[src/rtl/toggle_event_decoder.sv]
// Receive side of a toggle-encoded event link: synchronises the toggle line,
// turns each level change into an event, and queues events behind valid/ready.
module toggle_event_decoder #(
    parameter int SYNC_STAGES = 2,
    parameter int CNT_W       = 4,
    parameter int TOT_W       = 16
) (
    input  logic             clk,
    input  logic             rst,
    input  logic             tog_in,
    output logic             ev_pulse,
    output logic             ev_valid,
    input  logic             ev_ready,
    output logic [CNT_W-1:0] pend_cnt,
    output logic [TOT_W-1:0] total_cnt,
    output logic             ovf,
    input  logic             ovf_clr,
    output logic             armed
);

    typedef enum logic {
        ST_ARM,
        ST_RUN
    } state_e;

    localparam int ARM_W = 3;

    state_e                 state_q, state_d;
    logic [ARM_W-1:0]       arm_cnt_q, arm_cnt_d;
    logic [SYNC_STAGES-1:0] sync_q;
    logic                   prev_q, prev_d;
    logic                   ev_pulse_q;
    logic [CNT_W-1:0]       pend_q, pend_d;
    logic [TOT_W-1:0]       total_q, total_d;
    logic                   ovf_q, ovf_d;

    logic sync_out;
    logic detect;
    logic accept;
    logic pend_full;

    assign sync_out  = sync_q[SYNC_STAGES-1];
    assign accept    = (pend_q != '0) && ev_ready;
    assign pend_full = (pend_q == '1);

    // Arming waits for the synchroniser to flush so the idle level of tog_in
    // is captured into prev rather than reported as an event.
    always_comb begin
        // NOTE: every combinational output gets a default first so no path
        // leaves it unassigned, which would infer a latch.
        state_d   = state_q;
        arm_cnt_d = arm_cnt_q;
        prev_d    = prev_q;
        detect    = 1'b0;
        case (state_q)
            ST_ARM: begin
                if (arm_cnt_q == ARM_W'(SYNC_STAGES)) begin
                    prev_d  = sync_out;
                    state_d = ST_RUN;
                end else begin
                    arm_cnt_d = arm_cnt_q + ARM_W'(1);
                end
            end
            ST_RUN: begin
                if (sync_out != prev_q) begin
                    prev_d = sync_out;
                    detect = 1'b1;
                end
            end
            default: state_d = ST_ARM;
        endcase
    end

    always_comb begin
        pend_d  = pend_q;
        ovf_d   = ovf_clr ? 1'b0 : ovf_q;
        total_d = total_q + TOT_W'(detect);
        if (detect && !accept) begin
            if (pend_full) begin
                ovf_d = 1'b1;  // a set in the same cycle as ovf_clr must win
            end else begin
                pend_d = pend_q + CNT_W'(1);
            end
        end else if (!detect && accept) begin
            pend_d = pend_q - CNT_W'(1);
        end
    end

    // NOTE: sequential state uses non-blocking assignments so every register
    // samples the pre-edge value of the others, exactly like real flops.
    always_ff @(posedge clk or posedge rst) begin
        if (rst) begin
            state_q    <= ST_ARM;
            arm_cnt_q  <= '0;
            sync_q     <= '0;
            prev_q     <= 1'b0;
            ev_pulse_q <= 1'b0;
            pend_q     <= '0;
            total_q    <= '0;
            ovf_q      <= 1'b0;
        end else begin
            state_q    <= state_d;
            arm_cnt_q  <= arm_cnt_d;
            sync_q     <= {sync_q[SYNC_STAGES-2:0], tog_in};
            prev_q     <= prev_d;
            ev_pulse_q <= detect;
            pend_q     <= pend_d;
            total_q    <= total_d;
            ovf_q      <= ovf_d;
        end
    end

    assign ev_pulse  = ev_pulse_q;
    assign ev_valid  = (pend_q != '0);
    assign pend_cnt  = pend_q;
    assign total_cnt = total_q;
    assign ovf       = ovf_q;
    assign armed     = (state_q == ST_RUN);

endmodule

[config.mk]
export PLATFORM = sky130hd
export DESIGN_NAME = toggle_event_decoder
export DESIGN_NICKNAME = d
export VERILOG_FILES = /design/src/rtl/toggle_event_decoder.sv
export SDC_FILE = /design/constraint.sdc
export NUM_CORES = 1
export LEC_CHECK = 0
export CORE_MARGIN = 5
export CORE_UTILIZATION = 44
export DETAILED_ROUTE_END_ITERATION = 7
export GPL_ROUTABILITY_DRIVEN = 0
export PLACE_DENSITY_LB_ADDON = 0.08
export SLEW_MARGIN = 20
export SYNTH_ARGS = -nofsm -noshare
export SYNTH_HDL_FRONTEND = slang
export SYNTH_SLANG_ARGS = --single-unit
[constraint.sdc]
create_clock -name clk -period 2.3 [get_ports clk]
set_clock_uncertainty 0.05 [all_clocks]
set_input_delay 0.23 -clock clk [delete_from_list [all_inputs] [get_ports clk]]
set_output_delay 0.23 -clock clk [all_outputs]
set_load 0.03 [all_outputs]
# After elaboration in Yosys (flattened, before gate mapping)
# Index checks and enable logic that the tools add are counted.
totals:
  ff_bits: 29
  input_bits: 5
  out_inout_bits: 24
classes:
  n_addsub: 4
  eq_ne: 6
  n_mux: 13
  bitwise_logic: 2
  reduce_logical: 10
ops:
  columns: ["cell", "count"]
  rows:
  - ["adder 16 x 1 -> 16 bit", 1]
  - ["two-way mux 4 bit", 3]
  - ["two-way mux 1 bit", 9]
  - ["AND reduction 2 bit", 3]
  - ["adder 4 x 1 -> 4 bit (second input constant)", 1]
  - ["equality test 4 bit (second input constant)", 1]
  - ["!= test 2 bit (second input constant)", 2]
  - ["nonzero test 4 bit", 1]
  - ["subtractor 4 x 1 -> 4 bit (second input constant)", 1]
  - ["adder 3 x 1 -> 3 bit (second input constant)", 1]
  - ["equality test 3 x 2 -> 1 bit (second input constant)", 1]
  - ["logical AND 1 bit", 3]
  - ["zero test 1 bit", 2]
  - ["!= test 2 x 1 -> 1 bit (second input constant)", 1]
  - ["inverter 1 bit", 2]
  - ["one-hot mux 1 bit (2 select lines)", 1]
  - ["nonzero test 2 bit", 1]
  - ["!= test 1 bit", 1]

# Longest topological paths before layout
# Gate-level depths: netlist of the first run.
logic_depth:
  ltp_word: 7
  mapped_depth: 8

# Worst setup path before layout of the first run
# Ideal clock, no wire load.
synth_path:
  kind: "flip-flop to flip-flop"
  from: "reg pend_q[0], in the netlist pend_cnt[0]"
  to: "reg pend_q[3], in the netlist pend_cnt[3]"
  setup_time_ns: 0.081
  arrival_ns: 2.104
  t_required_ns: 2.169
  slack_ns: 0.065
  path_stages_with_launch: 8
  path_buffers: 0
  period_less_slack_ns: 2.235
  cell_sequence: "dfrtp_1 > o41ai_2 > nand2_1 > ha_1 > a21o_1 > a21oi_1 > mux2i_1 > xor2_1"
synth_between:
  elab_chain_cells: 6
synth_lines:
  columns: ["item", "line", "source"]
  rows:
  - ["from (decl)", "33", "logic [CNT_W-1:0] pend_q, pend_d;"]
  - ["from (signal assigned)", "107", "pend_q <= pend_d;"]
  - ["parallel branches: the longest is 6 deep, another holds subtractor 4 x 1 -> 4 bit", null, null]
# Parallel ways; which one is timed is not known. The select of a mux whose other input is x is not followed.
# A chain may end at the register's enable or synchronous reset.

# Worst setup path in the final report of the first run
layout_path:
  from: "reg pend_q[0], in the netlist pend_cnt[0]"
  to: "out ev_valid"
layout_between:
  elab_chain_cells: 1
layout_lines:
  columns: ["item", "line", "source"]
  rows:
  - ["nonzero test 4 bit", "114", "assign ev_valid = (pend_q != '0);"]
  - ["to (decl)", "12", "output logic ev_valid,"]
# No other way between the ends.

==> flow_summary.yaml, run 1 <==
cells_and_area:
  most-common-layout-cells: "sky130_fd_sc_hd__dfrtp_1, sky130_fd_sc_hd__clkdlybuf4s50_1, sky130_fd_sc_hd__xnor2_1"
  layout_commonest_cell: "sky130_fd_sc_hd__dfrtp_1"
  layout.nets: 151
  insertedDiodeCount: 0
  final_area_sq_um: 1710
  synthToLayoutAreaGrowth_pct: 34.28
  post_route_cells_drive_above_1_share_pct: 13.57
  final_core_util_pct: 62.02
  nFillCells: 243
place:
  postPlaceCellArea_sq_um: 1612
  port_buffers: 28
  detailed_place_hpwl_mm: 1.763
  dp_worst_setup_slack_ns: 0.06751
run:
  max_capacitance_violation_count: 0
sta:
  final.setup.worst_slack_ns: 0.1050
  worst_slew_pin_slew_ns: 0.3992
  slew_headroom_pct: 73.36
  totalNegativeSetupSlack_ns: 0
  hold_viol: 0
  fin_crit_sh_pct: 95.43
  finalMaxSlewViolations: 0
  max_freq_mhz: 455.6
  setup-violations-final: 0
  unrepaired_setup_endpoints_after_global_routing: "false"
  final.hold.worst_slack_ns: 0.1391
  min_period_ns: 2.195
yosys:
  ffs_latches_synth: 29
  synth_cell_types: 26
  synth_largest_area_cell: "sky130_fd_sc_hd__dfrtp_1"
  yosys-top-cells-area: "sky130_fd_sc_hd__dfrtp_1, sky130_fd_sc_hd__xnor2_1, sky130_fd_sc_hd__ha_1"
  ys_dominant_reg_cell: "sky130_fd_sc_hd__dfrtp_1"
  synthCells: 102
  synth_sequential_area_ratio_pct: 56.97
  synth.yosys.warnings: 0
  postSynth.asyncResetShare_pct: 100.0
  syn-mean-instance-area_sq_um: 12.49
  synthesis.nets: 114
  synth_edf_count: 0
  post-synth-top-area-fraction_pct: 56.97
  syn_area_sq_um: 1274
worst_setup_path:
  critical_path.max_fanout: 6
  setup.worst_path.end: "ev_valid"
  cp-end-kind: "primary output"
  worst-r2r-cell-count: 7
  cp.arrival_ns: 1.91
  critical_path_data_required_time_ns: 2.02
  worst_r2r_endpoint: "pend_cnt[3]$_DFFE_PP0P_"
  cp-startpoint: "pend_cnt[0]$_DFFE_PP0P_"
  worst-setup-path-type: "reg2out"
  reg2reg_from: "pend_cnt[3]$_DFFE_PP0P_"
  r2r_slack_ns: 0.17
  startpoint_type: "flop"
clock_network:
  ctsHoldBuffers: 0
  clock_path_buffers: 2
  clockRootBuffer: "sky130_fd_sc_hd__clkbuf_4"
  clock_sinks: 29
  cts-htree-levels: 2
  clock_tree_from_tritoncts: "built"
  cts-buffers-inserted: 5
  clock_latency_reported_for_the_late_side_of_the_worst_skew_pair_ns: 0.32
  clk_transition_reported_paths_ns: 0.10
power_and_ir_drop:
  cellPowerDensity_nw_per_um2: 1134
  ir_worst_vdd_mv: 1.058
  power.leakage_nw: 0.7337
drt:
  drt_iter0_markers: 44
  vias: 869
  detail_route.wirelength_mm: 2.394
  avgViaCountPerCell: 5.082
  drc: 0
  drtPass1Iterations: 4
  ant_nets: 0
  wl_per_cell_microns: 14.00
floorplan:
  floorplan.io_pins: 29
  initial_core_utilization_pct: 46.19
  die_width_microns: 63.81
  die-height_microns: 63.81
  die-area_sq_um: 4071
  design.core.area_sq_um: 2758
  std_cell_rows: 19
global_route:
  initial_antenna_violation_count: 0
  grt_pass1_wl_mm: 4.202
  grt_use_total_pct: 13.47
  first_global_vias: 934
  gr-total-overflow: 0
  grt_start_max_net_pins: 20
status:
  run_status: "completed"
hold_path:
  worst_hold_path_type: "in2async"
-- worst max-delay path, stage by stage, from the launching register on --
cell and delay [ns]:
sky130_fd_sc_hd__dfrtp_1 0.42, sky130_fd_sc_hd__buf_4 0.17, sky130_fd_sc_hd__or4_2 0.63, sky130_fd_sc_hd__dlygate4sd2_1 0.37
-- timing repair --
item | CTS | global route
buffers inserted | 0 | 0
gates resized for setup | 1 | 3
pin swaps | 0 | 1
endpoints found under the setup margin | 1 | 2
-- Yosys cell counts, types with 3 or more instances --
library cell / instances
sky130_fd_sc_hd__nand4_1: 6
sky130_fd_sc_hd__dfrtp_1: 29
sky130_fd_sc_hd__ha_1: 6
sky130_fd_sc_hd__xnor2_1: 14
sky130_fd_sc_hd__xor2_1: 6
sky130_fd_sc_hd__mux2_2: 3
sky130_fd_sc_hd__nand2_1: 6
sky130_fd_sc_hd__inv_1: 6
sky130_fd_sc_hd__nand3_1: 5
-- logic make-up (layout without fill, tap and decap cells) --
kind of cell / count (synthesis) / count (layout) / synth area share (%)
AND/OR/NAND/NOR: 28 / 28 / 12.08
XOR/XNOR: 20 / 20 / 13.75
multiplexers: 4 / 4 / 3.438
buffers and inverters: 7 / 45 / 2.062
flip-flops: 29 / 29 / 56.97
AO/OA/AOI/OAI: 7 / 7 / 4.225
adder cells (fa/ha/maj): 7 / 7 / 7.466
-- sequential cells by signal (all words and copies together) (netlist names) --
name / flops
prev_q: 1
ovf: 1
sync_q: 2
arm_cnt_q: 3
total_cnt: 16
pend_cnt: 4
ev_pulse: 1
armed: 1
-- where the power goes --
part,leakage [nW],internal [mW],total (mW),switching [mW]
sequential,0.365,0.615,0.735,0.120
combinational,0.324,0.350,0.772,0.422
clock,0.0455,0.259,0.433,0.174
-- layer usage --
layer	vias up	wire, microns	track usage, %
met5	-	0	0
met4	0	40	5.455
met3	5	163	7.356
met2	25	1162	21.98
met1	415	1028	14.46
li1	424	-	-
-- per-stage QoR --
stage	power (mW)	instances
5_1_grt	2.057	171
3_3_place_gp	1.492	163
6_report	1.940	171
4_1_cts	1.948	171
3_5_place_dp	1.512	163
2_1_floorplan	1.182	102
-- area by class of cell --
| type | instances | area, sq um | area share (%) |
|---|---|---|---|
| Clock inverter | 1 | 30.03 | 1.756 |
| Timing Repair Buffer | 31 | 301.5 | 17.63 |
| Sequential cell | 29 | 725.7 | 42.43 |
| Tap cell | 31 | 38.79 | 2.268 |
| Inverter | 6 | 22.52 | 1.317 |
| Clock buffer | 7 | 55.05 | 3.219 |
| Multi-Input combinational cell | 66 | 536.8 | 31.38 |
-- worst min path at each step --
stage                                   start                      to
final                                     rst  total_cnt[0]$_DFF_PP0_
after global routing                      rst  total_cnt[3]$_DFF_PP0_
after global placement    sync_q[0]$_DFF_PP0_     sync_q[1]$_DFF_PP0_
after floorplan                        tog_in     sync_q[0]$_DFF_PP0_
after detailed placement  sync_q[0]$_DFF_PP0_     sync_q[1]$_DFF_PP0_
after CTS                                 rst      ev_pulse$_DFF_PP0_
Power figures use the tool's default switching activity.
==> inputs of run 2 (changes only) <==
--- a/config.mk
+++ b/config.mk
@@ -9,8 +9,9 @@
 export CORE_UTILIZATION = 44
 export DETAILED_ROUTE_END_ITERATION = 7
 export GPL_ROUTABILITY_DRIVEN = 0
-export PLACE_DENSITY_LB_ADDON = 0.08
+export PLACE_DENSITY = 0.76
 export SLEW_MARGIN = 20
 export SYNTH_ARGS = -nofsm -noshare
 export SYNTH_HDL_FRONTEND = slang
 export SYNTH_SLANG_ARGS = --single-unit
+export TNS_END_PERCENT = 1
==> flow_summary.yaml, run 2 (same netlist as run 1, synthesis figures left out) <==
clock_network:
  clock_tree_from_tritoncts: "built"
  ctsHoldBuffers: 0
  clock_path_buffers: 2
  clk_transition_reported_paths_ns: 0.09
  cts-buffers-inserted: 5
  clock_latency_reported_for_the_late_side_of_the_worst_skew_pair_ns: 0.32
  clockRootBuffer: "sky130_fd_sc_hd__clkbuf_4"
  clock_sinks: 29
  post_cts_repair_timing_setup_buffer_count: 0
  cts-htree-levels: 2
hold_path:
  worst_hold_path_type: "in2async"
power_and_ir_drop:
  internal-power_mw: 1.139
  ir_worst_vdd_mv: 0.8651
  power_mw: 1.851
  sw_ratio_pct: 38.44
  power.switching_mw: 0.7115
  cellPowerDensity_nw_per_um2: 1092
  p_comb_share_pct: 41.5
  power.leakage_nw: 0.7289
  seq_power_share_pct: 39.8
  power_frac_clock_pct: 18.7
drt:
  met2RoutedLength_mm: 1.179
  wl_per_cell_microns: 13.74
  avgViaCountPerCell: 5.082
  drc: 0
  drtPass1Iterations: 3
  ant_nets: 0
  drt_iter0_markers: 28
  vias: 869
  maxUsedRoutingLayer: "met4"
  met3_wirelength_microns: 156
  route.layer.met1.wl_microns: 990
  detail_route.wirelength_mm: 2.349
sta:
  min_period_ns: 2.216
  finalMaxSlewViolations: 0
  setup-violations-final: 0
  slew_headroom_pct: 71.57
  fin_crit_sh_pct: 96.34
  hold_viol: 0
  worst_slew_pin_slew_ns: 0.4264
  max_freq_mhz: 451.3
floorplan:
  die_width_microns: 63.81
  std_cell_rows: 19
  initial_core_utilization_pct: 46.19
  floorplan.io_pins: 29
  die-height_microns: 63.81
  design.core.area_sq_um: 2758
  die-area_sq_um: 4071
cells_and_area:
  synthToLayoutAreaGrowth_pct: 33.01
  insertedDiodeCount: 0
  seqCellArea_sq_um: 725.7
  final_area_sq_um: 1694
  largest_register_ffs: 16
  multi_input_combinational_cell_area_sq_um: 535.5
  layout.nets: 151
  post_route_cells_drive_above_1_share_pct: 13.57
  most-common-layout-cells: "sky130_fd_sc_hd__dfrtp_1, sky130_fd_sc_hd__clkdlybuf4s50_1, sky130_fd_sc_hd__xnor2_1"
  layout_commonest_cell: "sky130_fd_sc_hd__dfrtp_1"
  nFillCells: 241
run:
  max_capacitance_violation_count: 0
worst_setup_path:
  worst-setup-path-type: "reg2reg"
  reg2reg_from: "pend_cnt[1]$_DFFE_PP0P_"
  worst-r2r-cell-count: 7
  cp.arrival_ns: 2.41
  critical_path.max_fanout: 4
  critical_path_data_required_time_ns: 2.49
  cp-end-kind: "flop"
  worst_r2r_endpoint: "pend_cnt[3]$_DFFE_PP0P_"
  startpoint_type: "flop"
  r2r_slack_ns: 0.08
place:
  port_buffers: 28
  postPlaceCellArea_sq_um: 1612
  detailed_place_hpwl_mm: 1.751
global_route:
  grt_start_max_net_pins: 30
  initial_antenna_violation_count: 0
  grt_use_total_pct: 12.84
  first_global_vias: 930
  grt_pass1_wl_mm: 4.146
  gr-total-overflow: 0
status:
  run_status: "completed"
-- run 2: cell count changes in the layout (fill, tap and decap cells not counted), sizes merged --
| cell | change |
|---|---|
| clkinv | +1 |
| bufinv | -1 |
-- run 2: power groups by stage --
stage	registers [mW]	logic [mW]	clock network [mW]
2_1_floorplan	0.937	0.246	0
3_3_place_gp	0.729	0.759	0
3_5_place_dp	0.734	0.773	0
4_1_cts	0.725	0.775	0.360
5_1_grt	0.753	0.827	0.391
6_report	0.737	0.769	0.345
-- run 2: critical path, stage by stage (launching register included) --
cell                      delay (ns)
sky130_fd_sc_hd__dfrtp_1        0.42
sky130_fd_sc_hd__o41ai_4        0.43
sky130_fd_sc_hd__nand2_2        0.15
sky130_fd_sc_hd__ha_1           0.30
sky130_fd_sc_hd__a21o_1         0.16
sky130_fd_sc_hd__a21oi_1        0.19
sky130_fd_sc_hd__mux2i_1        0.26
sky130_fd_sc_hd__xor2_1         0.17
-- run 2: worst max-delay path by stage --
stage / from / end / slack [ns] / cells after the start
floorplan: pend_cnt[0]$_DFFE_PP0P_ / pend_cnt[3]$_DFFE_PP0P_ / 0.07 / 7
global placement: pend_cnt[3]$_DFFE_PP0P_ / pend_cnt[3]$_DFFE_PP0P_ / 0.15 / 7
detailed placement: pend_cnt[3]$_DFFE_PP0P_ / pend_cnt[3]$_DFFE_PP0P_ / -0.02 / 7
CTS: pend_cnt[3]$_DFFE_PP0P_ / pend_cnt[3]$_DFFE_PP0P_ / 0.01 / 7
global route: prev_q$_DFFE_PP0P_ / pend_cnt[3]$_DFFE_PP0P_ / -0.03 / 8
finish: pend_cnt[1]$_DFFE_PP0P_ / pend_cnt[3]$_DFFE_PP0P_ / 0.08 / 7
-- run 2: layer usage --
layer | track usage (%) | vias up
met5 | 0 | -
met4 | 3.117 | 0
met3 | 6.655 | 3
met2 | 20.85 | 22
met1 | 14.99 | 420
li1 | - | 424
-- run 2: final cells by class --
type | count | area share [%]
sequential | 29 | 42.84
multi-input combinational | 66 | 31.61
timing repair buffer | 31 | 17.80
clock buffer | 7 | 3.840
tap | 31 | 2.290
inverter | 6 | 1.329
clock inverter | 1 | 0.2954
-- run 2: what timing repair did --
item	4_1_cts	5_1_grt
resized for setup	1	2
pin swaps	2	0
endpoints found under the setup margin	2	1
-- run 2: through the flow --
step	cells	hold slack, ns	setup TNS [ns]	util [%]	worst slack (ns)
finish	171	0.2142	0	61.43	0.08425
detailed placement	163	0.2926	-0.01558	58.44	-0.01558
global placement	163	0.2848	0	58.44	0.1531
CTS	171	0.2164	0	60.93	0.01417
floorplan	102	0.2114	0	-	0.06538
global route	171	0.2380	-0.03217	61.43	-0.03217
